==> src/rtl/zoom_pkg.sv <==
// zoom_pkg: shared types, copy-index constants and geometry helpers for the 2x zoom path
package zoom_pkg;
    typedef enum logic [1:0] {IDLE, ACTIVE, DONE} state_t;
    localparam logic [1:0] TL = 2'd0;
    localparam logic [1:0] TR = 2'd1;
    localparam logic [1:0] BL = 2'd2;
    localparam logic [1:0] BR = 2'd3;
    function automatic int dst_width(input int src_w);
        return 2 * src_w;
    endfunction
    function automatic bit addr_w_ok(input int addr_w, input int src_w, input int src_h);
        return (longint'(1) << addr_w) >= longint'(4) * longint'(src_w) * longint'(src_h);
    endfunction
endpackage

==> src/rtl/zoom2x_addr_gen.sv <==
// zoom2x_addr_gen: source x/y tracking and multiplier-free destination address composition
module zoom2x_addr_gen
    import zoom_pkg::*;
#(
    parameter int SRC_W  = 160,
    parameter int SRC_H  = 120,
    parameter int ADDR_W = 17
) (
    input  logic              clk,
    input  logic              reset_n,
    input  logic              clear,
    input  logic              advance,
    input  logic [1:0]        idx,
    output logic [ADDR_W-1:0] addr,
    output logic              last
);
    localparam int DST_W = dst_width(SRC_W);
    localparam int SXW = SRC_W > 1 ? $clog2(SRC_W) : 1;
    localparam int SYW = SRC_H > 1 ? $clog2(SRC_H) : 1;
    logic [SXW-1:0]    sx;
    logic [SYW-1:0]    sy;
    logic [ADDR_W-1:0] row_base;
    logic              sx_wrap;
    assign sx_wrap = sx == SXW'(SRC_W - 1);
    assign last = sx_wrap && sy == SYW'(SRC_H - 1);
    // {sx, dx} is 2*sx + dx; the dy row is one destination row below row_base
    assign addr = row_base + (idx[1] ? ADDR_W'(DST_W) : '0) + ADDR_W'({sx, idx[0]});
    always_ff @(posedge clk) begin
        if (!reset_n || clear) begin
            sx       <= '0;
            sy       <= '0;
            row_base <= '0;
        end else if (advance) begin
            sx       <= sx_wrap ? '0 : sx + 1'b1;
            sy       <= sx_wrap ? sy + 1'b1 : sy;
            row_base <= sx_wrap ? row_base + ADDR_W'(2 * DST_W) : row_base;
        end
    end
endmodule

==> src/rtl/zoom2x_frame_writer.sv <==
// zoom2x_frame_writer: writes the four replicated copies of each source pixel into the 2x frame buffer
module zoom2x_frame_writer
    import zoom_pkg::*;
#(
    parameter int SRC_W  = 160,
    parameter int SRC_H  = 120,
    parameter int DATA_W = 8,
    parameter int ADDR_W = 17
) (
    input  logic              clk,
    input  logic              reset_n,
    input  logic              frame_start,
    input  logic              in_valid,
    input  logic [DATA_W-1:0] in_pixel,
    input  logic [1:0]        in_idx,
    output logic              wr_en,
    output logic [ADDR_W-1:0] wr_addr,
    output logic [DATA_W-1:0] wr_data,
    output logic              src_next,
    output logic              busy,
    output logic              frame_done,
    output logic              err_seq
);
    if (!addr_w_ok(ADDR_W, SRC_W, SRC_H)) begin : g_addr_w_check
        $error("ADDR_W too small for a 2x frame of SRC_W x SRC_H");
    end
    state_t            state, state_nx;
    logic [1:0]        exp_idx;
    logic              accept, mismatch, last, group_end, fin_acc;
    logic [ADDR_W-1:0] addr;
    zoom2x_addr_gen #(.SRC_W(SRC_W), .SRC_H(SRC_H), .ADDR_W(ADDR_W)) u_addr_gen (
        .clk     (clk),
        .reset_n (reset_n),
        .clear   (frame_start),
        .advance (group_end && !last),
        .idx     (in_idx),
        .addr    (addr),
        .last    (last)
    );
    always_ff @(posedge clk) begin
        if (!reset_n) state <= IDLE;
        else          state <= state_nx;
    end
    always_comb begin
        state_nx = frame_start                 ? ACTIVE :
                   state == ACTIVE && fin_acc  ? DONE   :
                   state == DONE               ? IDLE   : state;
    end
    // frame_start swallows any in_valid of the same cycle, so it neither writes nor flags
    always_comb begin
        accept    = state == ACTIVE && in_valid && !frame_start && in_idx == exp_idx;
        mismatch  = in_valid && !frame_start && !accept;
        group_end = accept && in_idx == BR;
        fin_acc   = group_end && last;
        busy      = state == ACTIVE;
    end
    always_ff @(posedge clk) begin
        if (!reset_n) begin
            exp_idx    <= TL;
            wr_en      <= 1'b0;
            wr_addr    <= '0;
            wr_data    <= '0;
            src_next   <= 1'b0;
            frame_done <= 1'b0;
            err_seq    <= 1'b0;
        end else begin
            exp_idx    <= frame_start ? TL : accept ? exp_idx + 1'b1 : exp_idx;
            wr_en      <= accept;
            wr_addr    <= accept ? addr : wr_addr;
            wr_data    <= accept ? in_pixel : wr_data;
            src_next   <= group_end && !last;
            frame_done <= fin_acc;
            err_seq    <= frame_start ? 1'b0 : err_seq | mismatch;
        end
    end
endmodule

==> config.mk <==
export PLATFORM = sky130hd
export DESIGN_NAME = zoom2x_frame_writer
export DESIGN_NICKNAME = d
export VERILOG_FILES = /design/src/rtl/zoom_pkg.sv /design/src/rtl/zoom2x_addr_gen.sv /design/src/rtl/zoom2x_frame_writer.sv
export SDC_FILE = /design/constraint.sdc
export NUM_CORES = 1
export LEC_CHECK = 0
export ABC_AREA = 1
export BUFFER_PORTS_ARGS = -buffer_cell sky130_fd_sc_hd__buf_2
export CAP_MARGIN = 5
export CORE_MARGIN = 10
export CORE_UTILIZATION = 62
export DETAILED_ROUTE_END_ITERATION = 6
export PLACE_DENSITY = 0.85
export SYNTH_ARGS = -nofsm -noshare
export SYNTH_HDL_FRONTEND = slang
export SYNTH_HIERARCHICAL = 1
export SYNTH_SLANG_ARGS = --single-unit
==> constraint.sdc <==
create_clock -name clk -period 6.3 [get_ports clk]
set_clock_uncertainty 0.05 [all_clocks]
set_input_delay 0.945 -clock clk [delete_from_list [all_inputs] [get_ports clk]]
set_output_delay 0.945 -clock clk [all_outputs]
set_load 0.02 [all_outputs]
# == Word level (Yosys, flattened, before mapping) ==
# Cells that the tools add are included.
# op_classes
add_sub_neg,6
eq_ne,6
muxes,5
n_bitwise,2
reduce_logical,19
# ops
operator,n
adder 17 x 10 -> 17 bit (second input constant),1
adder 17 bit,1
adder 17 x 9 -> 17 bit,1
logical AND 1 bit,10
two-way mux 9 bit,1
adder 8 x 1 -> 8 bit (second input constant),1
equality test 8 bit (second input constant),1
two-way mux 8 bit,1
adder 7 x 1 -> 7 bit (second input constant),1
equality test 7 bit (second input constant),1
equality test 2 bit (second input constant),2
logical NOT 1 bit,4
two-way mux 2 bit,2
nonzero test 3 bit,1
adder 2 x 1 -> 2 bit (second input constant),1
equality test 2 x 1 -> 1 bit (second input constant),1
equality test 2 bit,1
AND reduction 2 bit,1
nonzero test 2 bit,1
OR reduction 2 bit,1
logical OR 1 bit,1
two-way mux 1 bit,1
NOT 1 bit,1
OR 1 bit,1
# word_totals
regBits,65
out_inout_bits,30
wordCells,50

# == Longest topological paths before layout ==
# Gate-level depths: netlist of the first run.
# logic_depth
depth_word,9
ltp_mapped,14
ltp_nobuf,14

# == By module ==
# Netlist of the first run, hierarchy kept.
# by_module_without_submodules
mod,instances,cells_each,area_per_inst_um2,seq_area_each_um2
zoom2x_frame_writer,1,260,1669.1,660.6
zoom2x_addr_gen,1,243,1666.6,500.5

# == Worst setup path before layout of the first run ==
# Ideal clock, no wire load.
# synth_timing
path_kind,input to register
start,input in_idx[1]
end,register wr_addr[13]
setup_time_ns,0.064
t_arrival_ns,2.603
setup_slack_ns,3.583
cell_stages,12
n_path_buf,0
path_cell_list,inv_1 > fa_1 > inv_1 > fa_1 > nand2_1 > a21oi_1 > nand2_1 > xor2_1 > inv_1 > nand4_1 > nand2_1 > nor2_1
# synth_between
elab_chain_cells,3
# synth_lines
item,line,source
"start, declared",zoom2x_frame_writer.sv:15,"input logic [1:0] in_idx,"
two-way mux 9 bit,zoom2x_addr_gen.sv:27,"assign addr = row_base + (idx[1] ? ADDR_W'(DST_W) : '0) + ADDR_W'({sx, idx[0]});"
adder 17 bit,zoom2x_addr_gen.sv:27,
adder 17 x 9 -> 17 bit,zoom2x_addr_gen.sv:27,
net addr[13],zoom2x_frame_writer.sv:30,logic [ADDR_W-1:0] addr;
"end signal, assigned",zoom2x_frame_writer.sv:69,wr_addr <= accept ? addr : wr_addr;
"end, declared",zoom2x_frame_writer.sv:17,"output logic [ADDR_W-1:0] wr_addr,"
# The timed path passes the listed nets, and every way through them passes these cells.
# A chain may end at the register's enable or synchronous reset.

# == Final worst setup path of the first run ==
# layout_timing
start,input frame_start
end,register u_addr_gen.sy[3]
# layout_between
elab_chain_cells,6
# layout_lines
item,line,source
"start, declared",zoom2x_frame_writer.sv:12,"input logic frame_start,"
logical NOT 1 bit,zoom2x_frame_writer.sv:51,accept = state == ACTIVE && in_valid && !frame_start && in_idx == exp_idx;
logical AND 1 bit (2 in a row),zoom2x_frame_writer.sv:51,
logical AND 1 bit,zoom2x_frame_writer.sv:53,group_end = accept && in_idx == BR;
logical AND 1 bit,zoom2x_frame_writer.sv:35,".advance (group_end && !last),"
AND reduction 2 bit (no source line),--,
"end signal, assigned",zoom2x_addr_gen.sv:35,sy <= sx_wrap ? sy + 1'b1 : sy;
"end, declared",zoom2x_addr_gen.sv:21,logic [SYW-1:0] sy;
# Several ways; a longest one is shown, not always the timed one.

==> impl_metrics.py, run 1 <==
metrics = {
    "routing": {
        "antenna_left": 0,
        "drt_iter0_drc": 201,
        "met2_length_mm": 3.47,
        "route.detailed.drc": 0,
        "wl_met3_um": 437,
        "drtPass1Iterations": 5,
        "wl_met1_mm": 3.19,
        "routed_wl_mm": 7.20,
        "vias_per_cell": 4.95,
        "top_layer_used": "met4",
        "vias": 3020,
        "wl_per_cell_um": 11.8,
    },
    "placement": {
        "portBuffers": 43,
        "place_worst_setup_slack_ns": 2.82,
        "dpl.hpwl_mm": 5.29,
        "gp_congestion": 0.875,
    },
    "logic_synthesis": {
        "synth_area_leaders": "dfxtp_1, inv_1, nand2_1, nand4_1, nor2_1",
        "ys_types": 31,
        "synth_area_um2": 3340,
        "synth_common_cells": "inv_1, nand2_1, dfxtp_1, nor2_1, nand4_1",
        "ys_warn_count": 6,
        "ys_async_sr_fraction_pct": 0,
        "synth_enable_flop_cells": 0,
        "ys_seq_elements": 58,
        "syn_avg_cell_area_um2": 6.63,
        "syn-num-nets": 527,
        "synth_flop_cell": "dfxtp_1",
        "synth.most_common_cell": "inv_1",
        "synth_area_leader_cell": "dfxtp_1",
        "ys_seq_area_share_pct": 34.8,
        "yosys.area.top_type_share_pct": 34.8,
        "synth_cells": 503,
    },
    "power": {
        "p_per_area_nw_per_um2": 206,
        "clkPwrFrac_pct": 44.4,
        "p_total_uw": 757,
        "max-vdd-ir-drop_uv": 143,
        "seqPwrFrac_pct": 49.1,
        "p_int_uw": 577,
        "p_leak_uw": 0.00184,
        "comb_power_share_pct": 6.5,
        "switching_share_pct": 23.8,
        "switching_power_uw": 180,
    },
    "clock_tree": {
        "clk_latency_ns": 0.33,
        "clk_pin_slew_ns": 0.07,
        "cts_sinks": 58,
        "root_buffer": "clkbuf_8",
        "cts_tree": "built",
        "cts_hold_buf": 0,
        "ctsResizeCount": 0,
        "htreeDepth": 3,
        "cts_buffer_depth": 2,
        "cts_setup_buffers": 0,
        "cts_inserted_buffers": 9,
    },
    "floorplan": {
        "coreArea_um2": 5170,
        "fp.dieW_um": 93.4,
        "num_rows": 26,
        "die_h_um": 93.4,
        "initial_utilization_pct": 64.5,
        "die_area_um2": 8710,
        "pin_count": 44,
    },
    "worst_setup_path": {
        "end_kind": "flop",
        "cp_num_buf_inv": 2,
        "critPathLaunchType": "input pin",
        "crit_arrival_ns": 3.40,
        "cp_max_fo": 29,
        "crit_type": "input pin to flop",
        "critPathSlowestCell": "nor2_4",
        "rr_startpoint": "state[0]$_SDFFE_PN0P_",
        "cpLargestDelayFamily": "simple AND/OR/NAND/NOR gates",
        "worst-r2r-setup-slack_ns": 3.47,
        "reg2reg_to": "u_addr_gen/sy[3]$_SDFFE_PP0P_",
        "critPathMaxStageDelay_ns": 0.51,
        "reg2reg_depth": 11,
        "worst-endpoint-required_ns": 6.47,
        "worstPathCellList": "buf_2 -> inv_1 -> nand2_1 -> nor2_4 -> nand2_1 -> nor2_1 -> nand2_4 -> nor2_4 -> nand2_2 -> nor2_4 -> nand2_1 -> o21ai_1 -> nor2_1",
    },
    "layout": {
        "multi_input_area_um2": 1540,
        "final_util_pct": 71.0,
        "nNetsFinal": 559,
        "area_growth_pct": 10.1,
        "drive_gt1_share_pct": 15.7,
        "area.sequential_um2": 1160,
        "insertedDiodeCount": 0,
        "final.fill_count": 423,
    },
    "timing": {
        "tightest_slew_ns": 0.666,
        "hold_violations": 0,
        "setup_viol": 0,
        "final_max_slew_viol_count": 0,
        "tns_ns": 0,
        "rsz0062_at_grt": "false",
        "setup_ws_ns": 3.07,
        "fmax_mhz": 310,
        "relSlewSlack_pct": 55.5,
        "min_period_over_period_pct": 51.3,
        "min_period_ns": 3.23,
    },
    "global_route": {
        "grtUsageTotal_pct": 17.1,
        "grt_max_degree": 30,
        "antenna_found_initial": 0,
        "grt_pass1_wl_mm": 12.5,
        "grt_overflow": 0,
        "first_global_vias": 2897,
    },
    "worst_hold_path": {
        "hold-path-endpoint": "err_seq$_SDFF_PP0_",
        "hp-class": "flop to flop",
        "holdPathStages": 2,
        "holdCritStartpoint": "err_seq$_SDFF_PP0_",
    },
    "run_status": {
        "outcome": "complete, no violations",
    },
    "job": {
        "cap_violations": 0,
    },
}
## worst min-delay path: stages (launching register included)
cell and delay [ns]:
dfxtp_1 0.31, inv_1 0.05, a21oi_1 0.06
## cells in the final DEF, fill, tap and decap left out, drive strengths merged
cell type	instances
nor3	6
xnor2	1
nand3b	1
nand2	134
nand3	14
o21ai	7
clkinv	5
bufinv	1
fa	2
xor2	9
nand4	34
buf	43
nor4	1
clkbuf	11
inv	126
dfxtp	58
a21oi	22
nor2	57
ha	8
## power by group through the flow
stage	clock network [µW]	registers, µW	logic, µW
after floorplan	0	384	33.2
after global placement	0	380	47.7
after detailed placement	0	380	49.0
after CTS	344	372	49.3
after global routing	358	372	55.6
final	336	372	48.9
## flip-flops by register name, indices dropped and copies added, names as in the netlist
register,count
err_seq,1
exp_idx,2
frame_done,1
src_next,1
state,2
u_addr_gen/row_base,10
u_addr_gen/sx,8
u_addr_gen/sy,7
wr_addr,17
wr_data,8
wr_en,1
## how the worst max path moves through the flow
stage | start | to | slack, ns | cells after the start
6_report | frame_start | u_addr_gen/sy[3]$_SDFFE_PP0P_ | 3.07 | 13
5_1_grt | frame_start | u_addr_gen/sy[3]$_SDFFE_PP0P_ | 2.82 | 14
4_1_cts | frame_start | u_addr_gen/sy[3]$_SDFFE_PP0P_ | 3.13 | 13
3_5_place_dp | frame_start | u_addr_gen/sy[3]$_SDFFE_PP0P_ | 2.82 | 13
3_3_place_gp | frame_start | u_addr_gen/sy[3]$_SDFFE_PP0P_ | 2.97 | 13
2_1_floorplan | in_idx[1] | wr_addr[13]$_SDFFE_PN0N_ | 3.58 | 12
## metal layers
| metal | vias to the layer above | track usage (%) |
|---|---|---|
| li1 | 1568 | - |
| met1 | 1358 | 19.8 |
| met2 | 85 | 28.7 |
| met3 | 9 | 4.96 |
| met4 | 0 | 7.20 |
| met5 | - | 0 |
## area by class of cell
cell class / count / area share, %
Multi-Input combinational cell: 296 / 41.8
Sequential cell: 58 / 31.6
Inverter: 127 / 13.0
Timing Repair Buffer: 43 / 5.86
Clock buffer: 11 / 3.85
Tap cell: 70 / 2.39
Clock inverter: 5 / 1.47
## through the flow
| stage | cells | instance area, µm² | hold slack [ns] |
|---|---|---|---|
| 4_1_cts | 610 | 3670 | 0.402 |
| 2_1_floorplan | 503 | 3340 | 0.381 |
| 5_1_grt | 610 | 3670 | 0.437 |
| 3_3_place_gp | 594 | 3480 | 0.384 |
| 3_5_place_dp | 594 | 3480 | 0.392 |
| 6_report | 610 | 3670 | 0.399 |
## logic make-up after synthesis
| kind of cell | Yosys count | share of synthesized area, % |
|---|---|---|
| simple gates | 247 | 34.3 |
| buf+inv | 149 | 19.1 |
| flops | 58 | 34.8 |
| compound gates | 29 | 4.91 |
| xor+xnor | 10 | 2.63 |
| fa+ha+maj | 10 | 4.20 |
Note: power is estimated with default switching activity, not from simulation.
==> inputs of run 2 (changes only) <==
--- a/config.mk
+++ b/config.mk
@@ -5,13 +5,13 @@
 export SDC_FILE = /design/constraint.sdc
 export NUM_CORES = 1
 export LEC_CHECK = 0
-export ABC_AREA = 1
+export ABC_AREA = 0
 export BUFFER_PORTS_ARGS = -buffer_cell sky130_fd_sc_hd__buf_2
 export CAP_MARGIN = 5
 export CORE_MARGIN = 10
-export CORE_UTILIZATION = 62
+export CORE_UTILIZATION = 56
 export DETAILED_ROUTE_END_ITERATION = 6
-export PLACE_DENSITY = 0.85
+export PLACE_DENSITY = 0.79
 export SYNTH_ARGS = -nofsm -noshare
 export SYNTH_HDL_FRONTEND = slang
 export SYNTH_HIERARCHICAL = 1
==> constraint.sdc (replaced) <==
create_clock -name clk -period 3.1 [get_ports clk]
set_clock_uncertainty 0.05 [all_clocks]
set_input_delay 0.465 -clock clk [delete_from_list [all_inputs] [get_ports clk]]
set_output_delay 0.465 -clock clk [all_outputs]
set_load 0.02 [all_outputs]
==> impl_metrics.py, run 2 <==
metrics = {
    "layout": {
        "final.fill_count": 393,
        "top_register": "wr_addr",
        "final_cell_mix": "nand2_1, dfxtp_1, buf_2",
        "mostFrequentLayoutCell": "nand2_1",
        "largest_reg_flops": 17,
        "nNetsFinal": 375,
        "drive_gt1_share_pct": 19.7,
        "insertedDiodeCount": 0,
        "reg_top3": "wr_addr x17, u_addr_gen/row_base x10",
        "area_growth_pct": 13.7,
    },
    "placement": {
        "place_worst_setup_slack_ns": 0.445,
        "dpl.hpwl_mm": 4.13,
        "gp_congestion": 0.796,
        "portBuffers": 43,
    },
    "clock_tree": {
        "cts_sinks": 58,
        "clk_latency_ns": 0.34,
        "cts_inserted_buffers": 9,
        "cts_buffer_depth": 2,
        "cts_hold_buf": 0,
        "cts_setup_buffers": 0,
        "clk_pin_slew_ns": 0.07,
        "root_buffer": "clkbuf_8",
        "ctsResizeCount": 0,
        "cts_tree": "built",
        "htreeDepth": 3,
    },
    "global_route": {
        "grt_overflow": 0,
        "grt_pass1_wl_mm": 9.58,
        "grt_max_degree": 57,
        "grtUsageTotal_pct": 14.0,
        "first_global_vias": 2156,
        "antenna_found_initial": 0,
    },
    "timing": {
        "hold_violations": 0,
        "relSlewSlack_pct": 64.7,
        "min_period_over_period_pct": 86.0,
        "setup_viol": 0,
        "tns_ns": 0,
        "setup_ws_ns": 0.435,
        "fmax_mhz": 375,
        "rsz0062_at_grt": "false",
        "final_max_slew_viol_count": 0,
        "tightest_slew_ns": 0.529,
        "min_period_ns": 2.66,
    },
    "worst_setup_path": {
        "crit_arrival_ns": 2.88,
        "rr_startpoint": "u_addr_gen/sx[0]$_SDFFE_PP0P_",
        "critPathLaunchType": "flop",
        "cp_max_fo": 6,
        "crit_type": "flop to flop",
        "reg2reg_depth": 8,
        "worst-r2r-setup-slack_ns": 0.44,
        "cp-endpoint": "u_addr_gen/row_base[14]$_SDFFE_PP0P_",
        "end_kind": "flop",
        "worst-endpoint-required_ns": 3.31,
        "reg2reg_to": "u_addr_gen/row_base[14]$_SDFFE_PP0P_",
        "critPathLaunch": "u_addr_gen/sx[0]$_SDFFE_PP0P_",
    },
    "floorplan": {
        "coreArea_um2": 4790,
        "die_h_um": 90.8,
        "num_rows": 25,
        "die_area_um2": 8240,
        "fp.dieW_um": 90.8,
        "initial_utilization_pct": 58.6,
        "pin_count": 44,
    },
    "power": {
        "p_per_area_nw_per_um2": 477,
        "p_total_uw": 1520,
        "max-vdd-ir-drop_uv": 273,
        "p_leak_uw": 0.00128,
    },
    "logic_synthesis": {
        "synth_area_leader_cell": "dfxtp_1",
        "synth_area_um2": 2800,
        "ys_seq_elements": 58,
        "synth_common_cells": "nand2_1, dfxtp_1, mux2i_1, nor2_1, xnor2_1",
        "synth_enable_flop_cells": 0,
        "synth_flop_cell": "dfxtp_1",
        "yosys.area.top_type_share_pct": 41.4,
        "synth_cells": 314,
        "ys_warn_count": 6,
        "synth_area_leaders": "dfxtp_1, mux2i_1, nand2_1, xnor2_1, ha_1",
        "ys_types": 42,
        "ys_async_sr_fraction_pct": 0,
        "synth.most_common_cell": "nand2_1",
        "syn_avg_cell_area_um2": 8.93,
        "ys_seq_area_share_pct": 41.4,
        "syn-num-nets": 338,
    },
    "routing": {
        "antenna_left": 0,
        "route.detailed.drc": 0,
        "routed_wl_mm": 5.66,
        "drtPass1Iterations": 5,
        "vias_per_cell": 5.28,
        "vias": 2227,
        "drt_iter0_drc": 118,
        "wl_per_cell_um": 13.4,
    },
    "worst_hold_path": {
        "hp-class": "input pin to flop",
    },
    "run_status": {
        "outcome": "complete, no violations",
    },
    "job": {
        "cap_violations": 0,
    },
}
==> run 2: changes by cell type after synthesis, sizes merged, moves of 5 or more <==
cell    delta
xnor2     +14
a21oi      -9
nand4     -30
inv      -119
mux2i     +26
nand3      -5
clkbuf     +9
nor2      -32
and3       +5
nand2     -72
buf        -8
or3        +7
==> run 2: metrics by stage <==
step,hold WS (ns),cells,area [µm²],util [%]
2_1_floorplan,0.378,314,2800,-
3_3_place_gp,0.381,407,2980,62.3
3_5_place_dp,0.394,407,2980,62.3
4_1_cts,0.312,422,3190,66.6
5_1_grt,0.315,422,3190,66.6
6_report,0.323,422,3190,66.6
==> run 2: worst min path at each step <==
stage | from | to | slack [ns] | depth (start not counted)
6_report | in_valid | err_seq$_SDFF_PP0_ | 0.32 | 3
5_1_grt | in_pixel[7] | wr_data[7]$_SDFFE_PN0N_ | 0.31 | 3
4_1_cts | in_valid | err_seq$_SDFF_PP0_ | 0.31 | 3
3_5_place_dp | err_seq$_SDFF_PP0_ | err_seq$_SDFF_PP0_ | 0.39 | 2
3_3_place_gp | err_seq$_SDFF_PP0_ | err_seq$_SDFF_PP0_ | 0.38 | 2
2_1_floorplan | state[0]$_SDFFE_PN0P_ | state[1]$_SDFFE_PP0P_ | 0.38 | 2
==> run 2: critical path, cell delays in order, from the launching register on <==
cell	delay [ns]
dfxtp_1	0.37
ha_1	0.28
and4bb_2	0.27
and4_1	0.25
nor2_1	0.22
nand4_2	0.16
or4_4	0.53
or3_1	0.32
a21oi_1	0.15
==> run 2: layer usage <==
metal | wire length (µm) | global-route usage, % | vias up
met2 | 2670 | 22.5 | 63
met3 | 365 | 5.40 | 10
met5 | 0 | 0 | -
met4 | 108 | 7.29 | 0
met1 | 2520 | 15.7 | 1028
li1 | - | - | 1126
==> run 2: kinds of logic after synthesis <==
kind of cell | Yosys count | share of synthesized area [%]
compound gates | 27 | 5.35
xor+xnor | 26 | 8.12
fa+ha+maj | 10 | 5.00
buf+inv | 30 | 6.83
flops | 58 | 41.4
mux | 26 | 9.28
simple gates | 137 | 24.0
==> run 2: cell type report <==
cell class	count	area, µm²	area share (%)
well taps	67	83.8	2.63
flip-flops and latches	58	1160	36.4
repair buffers	49	260	8.17
multi-input cells	226	1450	45.5
clock inverters	2	35.0	1.10
inverters	7	26.3	0.824
clock buffers	13	169	5.30
==> run 2: power by group <==
group	leakage (µW)	switching (µW)	internal, µW
logic	0.000711	35.6	19.9
registers	0.000468	1.94	749
clock network	0.000106	281	431
==> inputs of run 3 (changes only) <==
--- a/config.mk
+++ b/config.mk
@@ -6,11 +6,11 @@
 export NUM_CORES = 1
 export LEC_CHECK = 0
 export ABC_AREA = 0
-export BUFFER_PORTS_ARGS = -buffer_cell sky130_fd_sc_hd__buf_2
 export CAP_MARGIN = 5
 export CORE_MARGIN = 10
-export CORE_UTILIZATION = 56
+export CORE_UTILIZATION = 63
 export DETAILED_ROUTE_END_ITERATION = 6
+export DONT_BUFFER_PORTS = 1
 export PLACE_DENSITY = 0.79
 export SYNTH_ARGS = -nofsm -noshare
 export SYNTH_HDL_FRONTEND = slang
==> impl_metrics.py, run 3 (synthesis gave the netlist of run 2 again) <==
metrics = {
    "run_status": {
        "outcome": "complete, no violations",
    },
    "placement": {
        "placed_cell_area_um2": 2740,
        "dp_cells": 348,
        "gp_congestion": 0.792,
        "portBuffers": 0,
        "dpl.hpwl_mm": 3.86,
    },
    "floorplan": {
        "die_area_um2": 7520,
        "pin_count": 44,
        "num_rows": 24,
        "coreArea_um2": 4320,
        "die_h_um": 86.7,
        "fp.dieW_um": 86.7,
        "initial_utilization_pct": 64.8,
    },
    "power": {
        "max-vdd-ir-drop_uv": 324,
        "p_leak_uw": 0.00110,
        "comb_power_share_pct": 1.6,
        "switching_share_pct": 18.2,
        "clkPwrFrac_pct": 55.6,
        "seqPwrFrac_pct": 42.8,
        "p_per_area_nw_per_um2": 582,
        "p_int_uw": 1440,
        "switching_power_uw": 320,
        "p_total_uw": 1760,
    },
    "worst_setup_path": {
        "critPathSlowestCell": "or4_4",
        "crit_arrival_ns": 2.87,
        "cp_max_fo": 6,
        "cp_num_buf_inv": 0,
        "end_kind": "flop",
        "critPathMaxStageDelay_ns": 0.53,
        "cpLargestDelayFamily": "simple AND/OR/NAND/NOR gates",
        "worstPathCellList": "ha_1 -> and4bb_2 -> and4_1 -> nor2_1 -> nand4_2 -> or4_4 -> or3_1 -> a21oi_1",
        "worst-endpoint-required_ns": 3.30,
        "crit_type": "flop to flop",
        "critPathLaunchType": "flop",
    },
    "global_route": {
        "first_global_vias": 1930,
        "grt_max_degree": 58,
        "grt_pass1_wl_mm": 9.29,
        "antenna_found_initial": 0,
        "grtUsageTotal_pct": 15.3,
        "grt_overflow": 0,
    },
    "job": {
        "cap_violations": 0,
    },
    "clock_tree": {
        "ctsResizeCount": 0,
        "cts_buffer_depth": 2,
        "htreeDepth": 3,
        "cts_setup_buffers": 0,
        "cts_inserted_buffers": 9,
        "cts_tree": "built",
        "cts_hold_buf": 0,
        "cts_sinks": 58,
        "clk_pin_slew_ns": 0.07,
        "root_buffer": "clkbuf_8",
        "clk_latency_ns": 0.34,
    },
    "timing": {
        "final_max_slew_viol_count": 0,
        "relSlewSlack_pct": 61.4,
        "fmax_mhz": 375,
        "setup_viol": 0,
        "hold_violations": 0,
        "tightest_slew_ns": 0.579,
        "min_period_over_period_pct": 86.0,
        "min_period_ns": 2.67,
        "rsz0062_at_grt": "false",
        "tns_ns": 0,
    },
    "layout": {
        "drive_gt1_share_pct": 8.97,
        "reg_top3": "wr_addr x17, u_addr_gen/row_base x10",
        "instances_no_fill": 364,
        "final_cell_mix": "nand2_1, dfxtp_1, mux2i_1",
        "area_growth_pct": 7.94,
        "nNetsFinal": 331,
        "largest_reg_flops": 17,
        "top_register": "wr_addr",
        "mostFrequentLayoutCell": "nand2_1",
        "insertedDiodeCount": 0,
        "final.fill_count": 355,
        "final_cell_area_um2": 3030,
    },
    "routing": {
        "antenna_left": 0,
        "drt_iter0_drc": 159,
        "wl_per_cell_um": 15.3,
        "vias_per_cell": 5.71,
        "drtPass1Iterations": 4,
        "route.detailed.drc": 0,
        "routed_wl_mm": 5.58,
        "vias": 2077,
    },
    "worst_hold_path": {
        "hp-class": "input pin to flop",
    },
}
-- run 3: per-stage QoR --
step / setup slack, ns / hold slack, ns / util, %
CTS: 0.440 / 0.165 / 70.0
global route: 0.227 / 0.164 / 70.0
finish: 0.433 / 0.179 / 70.0
floorplan: 0.514 / 0.378 / -
global placement: 0.573 / 0.399 / 63.4
detailed placement: 0.466 / 0.411 / 63.4
-- run 3: cell type report --
class | instances | area (µm²) | share of cell area (%)
inverter | 7 | 26.3 | 0.868
multi-input combinational | 226 | 1450 | 48.0
clock buffer | 12 | 165 | 5.46
sequential | 58 | 1160 | 38.4
tap | 52 | 65.1 | 2.15
clock inverter | 4 | 120 | 3.97
timing repair buffer | 5 | 37.5 | 1.24
-- run 3: path summary, 6_finish.rpt --
check / slack, ns / cells past startpoint / startpoint / to
setup / recovery: 0.43 / 8 / u_addr_gen/sx[0]$_SDFFE_PP0P_ / u_addr_gen/row_base[14]$_SDFFE_PP0P_
hold / removal: 0.18 / 1 / in_idx[0] / exp_idx[0]$_SDFFE_PP0N_
setup reg to reg: 0.43 / 8 / u_addr_gen/sx[0]$_SDFFE_PP0P_ / u_addr_gen/row_base[14]$_SDFFE_PP0P_
hold reg to reg: 0.43 / 2 / u_addr_gen/sy[6]$_SDFFE_PP0P_ / u_addr_gen/sy[6]$_SDFFE_PP0P_
-- run 3: routing by layer --
| metal | vias up | GRT usage, % | wire, µm |
|---|---|---|---|
| met1 | 971 | 19.3 | 2530 |
| met4 | 0 | 5.30 | 33 |
| met5 | - | 0 | 0 |
| met3 | 4 | 6.75 | 452 |
| met2 | 55 | 22.6 | 2570 |
| li1 | 1047 | - | - |
-- run 3: power by group through the flow --
stage                     logic [µW]  clock network [µW]  registers (µW)
after global placement          28.2                   0             770
after CTS                       29.3                 991             754
after detailed placement        28.9                   0             770
after global routing            33.3                1030             754
final                           28.9                 979             754
after floorplan                 35.6                   0             770
